===== config.mk =====
export PLATFORM = sky130hd
export DESIGN_NAME = sa_load_sequencer_flat
export DESIGN_NICKNAME = d
export VERILOG_FILES = /design/src/rtl/sa_pkg.sv /design/src/rtl/sa_load_sequencer_if.sv /design/src/rtl/sa_seq_counter.sv /design/src/rtl/sa_load_sequencer.sv /design/src/flat_wrapper.sv
export SDC_FILE = /design/constraint.sdc
export NUM_CORES = 1
export LEC_CHECK = 0
export CAP_MARGIN = 20
export CORE_MARGIN = 2
export CORE_UTILIZATION = 48
export CTS_BUF_LIST = sky130_fd_sc_hd__clkbuf_2
export DETAILED_ROUTE_END_ITERATION = 6
export PLACE_DENSITY = 0.87
export SLEW_MARGIN = 10
export SYNTH_ARGS = -nofsm -noshare
export SYNTH_HDL_FRONTEND = slang
export SYNTH_SLANG_ARGS = --single-unit

===== constraint.sdc =====
create_clock -name clk -period 4.3 [get_ports clk]
set_clock_uncertainty 0.15 [all_clocks]
set_input_delay 0.43 -clock clk [delete_from_list [all_inputs] [get_ports clk]]
set_output_delay 0.43 -clock clk [all_outputs]
set_load 0.03 [all_outputs]

===== src/rtl/sa_pkg.sv =====
// sa_pkg: shared types and constants for the systolic-array load sequencer.
//   seq_state_t  - sequencer FSM states
//   compute_len  - number of streaming cycles the array needs for a DIM x DIM job
package sa_pkg;

  typedef enum logic [2:0] {
    IDLE    = 3'd0,
    LOAD_B  = 3'd1,
    LOAD_A  = 3'd2,
    COMPUTE = 3'd3,
    DONE    = 3'd4
  } seq_state_t;

  function automatic int compute_len(input int dim);
    return 3 * dim - 2;
  endfunction

endpackage


===== src/rtl/sa_load_sequencer_if.sv =====
// sa_load_sequencer_if: row stream from the host loader plus the memA/memB
// drive bundle.
//   row_valid/row_ready/row_data : upstream valid/ready row stream
//   Ain, Arow, WrEn              : memA write port
//   Bin                          : memB shift-in data
//   en                           : shared memA/memB shift/stream enable
// Modports: master = sequencer side, slave = loader/datapath side.
interface sa_load_sequencer_if #(
  parameter int BITS_AB = 8,
  parameter int DIM     = 8
);
  localparam int ROWBITS = $clog2(DIM);

  logic                   row_valid;
  logic                   row_ready;
  logic [DIM*BITS_AB-1:0] row_data;
  logic [DIM*BITS_AB-1:0] Ain;
  logic [DIM*BITS_AB-1:0] Bin;
  logic [ROWBITS-1:0]     Arow;
  logic                   WrEn;
  logic                   en;

  modport master (
    input  row_valid, row_data,
    output row_ready, Ain, Bin, Arow, WrEn, en
  );

  modport slave (
    output row_valid, row_data,
    input  row_ready, Ain, Bin, Arow, WrEn, en
  );
endinterface


===== src/rtl/sa_seq_counter.sv =====
// sa_seq_counter: up-counter with synchronous clear and increment enable.
//   clk, rst_n : clock, synchronous active-low reset
//   clr        : synchronous clear (wins over inc)
//   inc        : count enable
//   cnt        : current count (W bits)
//   tc         : high while cnt equals TC
module sa_seq_counter #(
  parameter int          W  = 4,
  parameter int unsigned TC = 7
) (
  input  logic         clk,
  input  logic         rst_n,
  input  logic         clr,
  input  logic         inc,
  output logic [W-1:0] cnt,
  output logic         tc
);
  localparam logic [W-1:0] TC_V = W'(TC);

  always_ff @(posedge clk) begin
    if (!rst_n || clr) begin
      cnt <= '0;
    end else if (inc) begin
      cnt <= cnt + W'(1);
    end
  end

  assign tc = (cnt == TC_V);
endmodule


===== src/rtl/sa_load_sequencer.sv =====
// sa_load_sequencer: sequences one matrix-multiply job. Loads DIM B rows
// (shifted into memB via en), then DIM A rows (written into memA via
// WrEn/Arow), then holds en for 3*DIM-2 streaming cycles and pulses done.
//   clk, rst_n    : clock, synchronous active-low reset
//   start, keep_b : job command (sampled in IDLE); keep_b skips the B load
//   bus (master)  : row stream in, memA/memB drive out
//   busy, done    : job status; done is a one-cycle pulse
// Optional build macro SA_SEQ_PERF_EN adds stall_cycles / job_cycles
// (saturating, cleared on accepted start and reset).
module sa_load_sequencer
  import sa_pkg::*;
#(
  parameter int BITS_AB = 8,
  parameter int DIM     = 8
) (
  input  logic                       clk,
  input  logic                       rst_n,
  input  logic                       start,
  input  logic                       keep_b,
  sa_load_sequencer_if.master        bus,
  output logic                       busy,
  output logic                       done
`ifdef SA_SEQ_PERF_EN
  ,
  output logic [31:0]                stall_cycles,
  output logic [31:0]                job_cycles
`endif
);
  localparam int          ROWBITS = $clog2(DIM);
  localparam int          CYCW    = $clog2(3 * DIM);
  localparam int unsigned CLEN    = compute_len(DIM);
  localparam int          RW      = DIM * BITS_AB;

  seq_state_t state, state_n;

  logic               hs;
  logic               row_clr, cyc_clr, cyc_inc;
  logic [ROWBITS:0]   row_cnt;
  logic               row_tc;
  logic [CYCW-1:0]    cyc_cnt;
  logic               cyc_tc;
  logic               unused_cyc;

  logic               en_b_p1;
  logic               wr_p1;
  logic [RW-1:0]      ain_p1;
  logic [RW-1:0]      bin_p1;
  logic [ROWBITS-1:0] arow_p1;

  assign bus.row_ready = (state == LOAD_B) || (state == LOAD_A);
  assign hs            = bus.row_valid && bus.row_ready;

  // The first COMPUTE cycle is always the final A write; streaming waits one
  // cycle so memA is never written and streamed together.
  assign cyc_inc = (state == COMPUTE) && !wr_p1;

  sa_seq_counter #(.W(ROWBITS + 1), .TC(DIM - 1)) u_row_cnt (
    .clk(clk), .rst_n(rst_n), .clr(row_clr), .inc(hs), .cnt(row_cnt), .tc(row_tc)
  );

  sa_seq_counter #(.W(CYCW), .TC(CLEN - 1)) u_cyc_cnt (
    .clk(clk), .rst_n(rst_n), .clr(cyc_clr), .inc(cyc_inc), .cnt(cyc_cnt), .tc(cyc_tc)
  );

  // Only the terminal flag of the cycle counter is consumed.
  assign unused_cyc = ^cyc_cnt;

  always_comb begin
    state_n = state;
    row_clr = 1'b0;
    cyc_clr = 1'b0;
    unique case (state)
      IDLE: begin
        row_clr = 1'b1;
        cyc_clr = 1'b1;
        if (start) state_n = keep_b ? LOAD_A : LOAD_B;
      end
      LOAD_B: begin
        if (hs && row_tc) begin
          state_n = LOAD_A;
          row_clr = 1'b1;
        end
      end
      LOAD_A: begin
        if (hs && row_tc) state_n = COMPUTE;
      end
      COMPUTE: begin
        if (cyc_inc && cyc_tc) state_n = DONE;
      end
      DONE:    state_n = IDLE;
      default: state_n = IDLE;
    endcase
  end

  // Stage p1: registered memA/memB write, one cycle after the handshake
  always_ff @(posedge clk) begin
    if (!rst_n) begin
      state   <= IDLE;
      en_b_p1 <= 1'b0;
      wr_p1   <= 1'b0;
      ain_p1  <= '0;
      bin_p1  <= '0;
      arow_p1 <= '0;
    end else begin
      state   <= state_n;
      en_b_p1 <= (state == LOAD_B) && hs;
      wr_p1   <= (state == LOAD_A) && hs;
      if ((state == LOAD_B) && hs) bin_p1 <= bus.row_data;
      if ((state == LOAD_A) && hs) begin
        ain_p1  <= bus.row_data;
        arow_p1 <= ROWBITS'(row_cnt);
      end
    end
  end

  assign bus.Ain  = ain_p1;
  assign bus.Bin  = bin_p1;
  assign bus.Arow = arow_p1;
  assign bus.WrEn = wr_p1;
  assign bus.en   = en_b_p1 || cyc_inc;
  assign busy     = (state != IDLE);
  assign done     = (state == DONE);

`ifdef SA_SEQ_PERF_EN
  logic load_st;
  assign load_st = (state == LOAD_B) || (state == LOAD_A);

  always_ff @(posedge clk) begin
    if (!rst_n || ((state == IDLE) && start)) begin
      stall_cycles <= '0;
      job_cycles   <= '0;
    end else begin
      if (load_st && !bus.row_valid && (stall_cycles != '1))
        stall_cycles <= stall_cycles + 32'd1;
      if (busy && (job_cycles != '1))
        job_cycles <= job_cycles + 32'd1;
    end
  end
`endif

endmodule

===== src/flat_wrapper.sv =====
// flat-port wrapper written by rule: the top's interface ports become plain ports
module sa_load_sequencer_flat import sa_pkg::*;
#(
  parameter int BITS_AB = 8,
  parameter int DIM     = 8
)
  (clk, rst_n, start, keep_b, busy, done, bus_row_valid, bus_row_data, bus_row_ready, bus_Ain, bus_Bin, bus_Arow, bus_WrEn, bus_en);
  sa_load_sequencer_if #(.BITS_AB(BITS_AB), .DIM(DIM)) bus_i ();
  input  logic clk;
  input  logic rst_n;
  input  logic start;
  input  logic keep_b;
  output logic busy;
  output logic done;
  input wire logic [$bits(bus_i.row_valid)-1:0] bus_row_valid;
  input wire logic [$bits(bus_i.row_data)-1:0] bus_row_data;
  output wire logic [$bits(bus_i.row_ready)-1:0] bus_row_ready;
  output wire logic [$bits(bus_i.Ain)-1:0] bus_Ain;
  output wire logic [$bits(bus_i.Bin)-1:0] bus_Bin;
  output wire logic [$bits(bus_i.Arow)-1:0] bus_Arow;
  output wire logic [$bits(bus_i.WrEn)-1:0] bus_WrEn;
  output wire logic [$bits(bus_i.en)-1:0] bus_en;
  assign bus_i.row_valid = bus_row_valid;
  assign bus_i.row_data = bus_row_data;
  assign bus_row_ready = bus_i.row_ready;
  assign bus_Ain = bus_i.Ain;
  assign bus_Bin = bus_i.Bin;
  assign bus_Arow = bus_i.Arow;
  assign bus_WrEn = bus_i.WrEn;
  assign bus_en = bus_i.en;
  sa_load_sequencer #(.BITS_AB(BITS_AB), .DIM(DIM)) u_core (.clk(clk), .rst_n(rst_n), .start(start), .keep_b(keep_b), .bus(bus_i), .busy(busy), .done(done));
endmodule

==> metrics.md <==
| Metric | Value |
|---|---|
| HPWL Detailed | around 10 mm |
| I/O pins | a little over 200 |
| Synth Area per Inst | approximately 8 sq um |
| EDFF count, synth | 0 |
| R2R setup slack | between 1.5 and 2 ns |
| Worst hold slack | 0.159 ns |
| CORE AREA | ~11,000 sq um |
| PostCTS Resize Cnt | 0 |
| Critical path required time | 3.72 ns |
| R2R Path Start | u_core.state[1] |
| RSZ-0062 raised after global routing | no |
| Synth area leaders | dfxtp_1 56%, nand2_1 19%, a21oi_1 13% |
| I/O Buffers | 204 |
| Synthesis-to-finish area growth | 47.3% |
| Detail Route Antenna Nets | 0 |
| DR DRC count | 0 |
| Top sig layer | met4 |
| Clock share of power | 0.344 |
| VDD IR max | about 230 uV |
| Setup crit end kind | output pin |
| Worst Hold Class | input port to flop |
| CTS buffer count | 17 |
| Sw Pwr | ~0.74 mW |
| Die H | around 110 um |
| Router iterations before antenna repair | 7 |
| GR Overflow Total | 0 |
| Pwr dens | between 300 and 400 nW/um^2 |
| Clk_lat worst skew | ~0.65 ns |
| Setup TNS | 0 ns |
| Sequential area share after synthesis | 0.557 |
| Post-Synthesis Cells | 652 |
| CP Max Fanout | 15 |
| CTS max path bufs | 2 |
| Htree depth | 4 |
| Die ar. | approximately 12,000 sq um |
| WHS Endpoint | u_core.bus.Bin[3] |
| Total number of vias | 5,256 |
| Slew of the pin with the lowest slew margin | between 0.9 and 1 ns |
| Flop pwr share | 0.508 |
| Multi-input gate area | 2140 sq um |
| Cell variety after synth | 31 |
| Ys Warns | 0 |
| Tmin final | approximately 3.2 ns |
| Net Count, Synth | a little over 700 |
| Final hold violations | 0 |
| Met1 WL | 5.75 mm |
| Leakage | about 2.6 nW |
| Largest net degree at the start of global routing | 96 |
| Antenna diodes | 0 |
| Seq. cell area | ~2900 sq um |
| Worst R2R End | u_core.bus.Ain[36] |
| Crit Path Class | flop to output pin |
| Worst Path Arrival | ~2.7 ns |
| Horiz. Die Dim | between 100 and 150 um |
| FF+latch count, synth | roughly 150 |
| Post-synth ARST share | 0 |
| Main synth FF type | dfxtp_1 |
| Overall routed net length | between 10 and 15 mm |
| Routed WL per cell | about 15 um |
| Final setup fails | 0 |
| Slew Limit Fails | 0 |
| Global-route wire length before repair | 23.2 mm |
| Worst setup SP type | flop |
| Starting Density | 0.487 |
| GR Util All Layers | 0.249 |
| Post-synth top area share | 0.557 |
| Row Count | 38 |
| Comb pwr share | 0.148 |
| CTS sink cnt | ~150 |
| Net Sw Frac | 0.263 |
| Vias in the first global route | around 5,000 |
| Clock root cell | clkbuf_2 |
| Setup bufs post-CTS | 0 |
| Met2 Routed Length | 7.45 mm |
| Cell depth of the worst hold path | 3 |
| Slew margin rel. | 0.373 |
| Post-synth top area cell | dfxtp_1 |
| Initial antenna violation count | 0 |
| # fillers | between 800 and 900 |
| Layout Nets | 908 |
| Syn Std Cell Area | about 5200 sq um |
| CTS tree | done |
| Clock transition at path regs | around 0.21 ns |
| Max Freq | about 310 MHz |
| Hold_buf cts | 0 |
| Internal power | roughly 2.1 mW |
| Layout cells sized above 1 | 0.0519 |
| WL met3 | about 1.4 mm |
| Post-route clock period utilization | 0.750 |
| Outcome | completed |
| Via-to-Cell Ratio | between 5 and 6 |
| 1st-iter DRT viols | 274 |
| Number of max-cap violations | 0 |
| Depth of the worst register-to-register path | 4 |
| GPL Wtd Cong | between 0.8 and 0.9 |
| Worst Hold Launch | bus_row_data[3] |
per-stage QoR:
step	worst slack (ns)	area [sq um]	power (mW)	util	instances
finish	1.07	7670	2.80	0.717	987
detailed placement	1.57	7330	1.86	0.685	955
global placement	1.62	7330	1.84	0.685	955
floorplan	2.71	5210	1.65	-	652
CTS	1.04	7630	2.81	0.714	985
global route	0.918	7670	2.91	0.717	987
worst max-delay path: stages (launching register included):
cell             delay, ns
dfxtp_1               0.78
xnor2_1               0.34
nor2_1                0.18
clkdlybuf4s50_1       0.69
layer usage:
layer,GRT usage,vias to the layer above
li1,-,2507
met1,0.281,2463
met2,0.429,246
met3,0.0892,40
met4,0.103,0
met5,0,-
worst max path at each step:
stage                    startpoint            endpoint  slack, ns  cells past startpoint
CTS                 u_core.state[1]       bus_row_ready       1.04                      3
global placement      bus_row_valid  u_core.bus.Ain[32]       1.62                      5
detailed placement    bus_row_valid   u_core.bus.Bin[8]       1.57                      4
finish              u_core.state[1]       bus_row_ready       1.07                      3
floorplan           u_core.state[2]                busy       2.71                      2
global route        u_core.state[1]       bus_row_ready       0.92                      3
power by group through the flow:
| stage | sequential (mW) | clock (mW) | combinational [mW] |
|---|---|---|---|
| after floorplan | 1.52 | 0 | 0.132 |
| after global placement | 1.45 | 0 | 0.399 |
| after detailed placement | 1.45 | 0 | 0.408 |
| after CTS | 1.42 | 0.980 | 0.410 |
| after global routing | 1.43 | 1.04 | 0.442 |
| final | 1.42 | 0.963 | 0.414 |
final cells by class:
class / instances / area share
Clock buffer: 19 / 0.0124
Multi-Input combinational cell: 455 / 0.279
Inverter: 5 / 0.00277
Sequential cell: 145 / 0.378
Tap cell: 140 / 0.0228
Timing Repair Buffer: 212 / 0.277
Clock inverter: 11 / 0.0277
logic make-up after synthesis:
logic type      after synthesis  synth area share
buf+inv                      52            0.0411
fa+ha+maj                     3           0.00721
flops                       145             0.557
xor+xnor                      2           0.00336
compound gates              150             0.152
mux                           2           0.00384
simple gates                298             0.235
sequential cells by signal, summed over array words and instances (netlist names):
name	flops
u_core.bus.Ain	64
u_core.bus.Bin	64
u_core.u_cyc_cnt.cnt	5
u_core.u_row_cnt.cnt	4
u_core.bus.Arow	3
u_core.state	3
u_core.bus.WrEn	1
u_core.en_b_p1	1
cells in the mapped netlist, drive strengths merged (2+ instances only):
cell and number:
a21oi 132, nand4b 2, or3 3, and4bb 2, o31ai 2, xnor2 2
nand2b 6, buf 15, nand2 266, nand4 2, a211oi 8, mux2i 2
inv 5, o21ai 3, dfxtp 145, ha 3, or4 2, nand4bb 3
nor2 6, or3b 2, clkbuf 32
cell usage in the layout, fill, tap and decap left out, types with 6 or more instances in the layout:
cell	n
nand2_1	266
clkdlybuf4s50_1	204
dfxtp_1	145
a21oi_1	132
clkbuf_2	19
a211oi_1	8
nor2_1	6
nand2b_1	6
bufinv_16	6
buf_4	6
No activity file was read; power rests on OpenSTA's default activity.
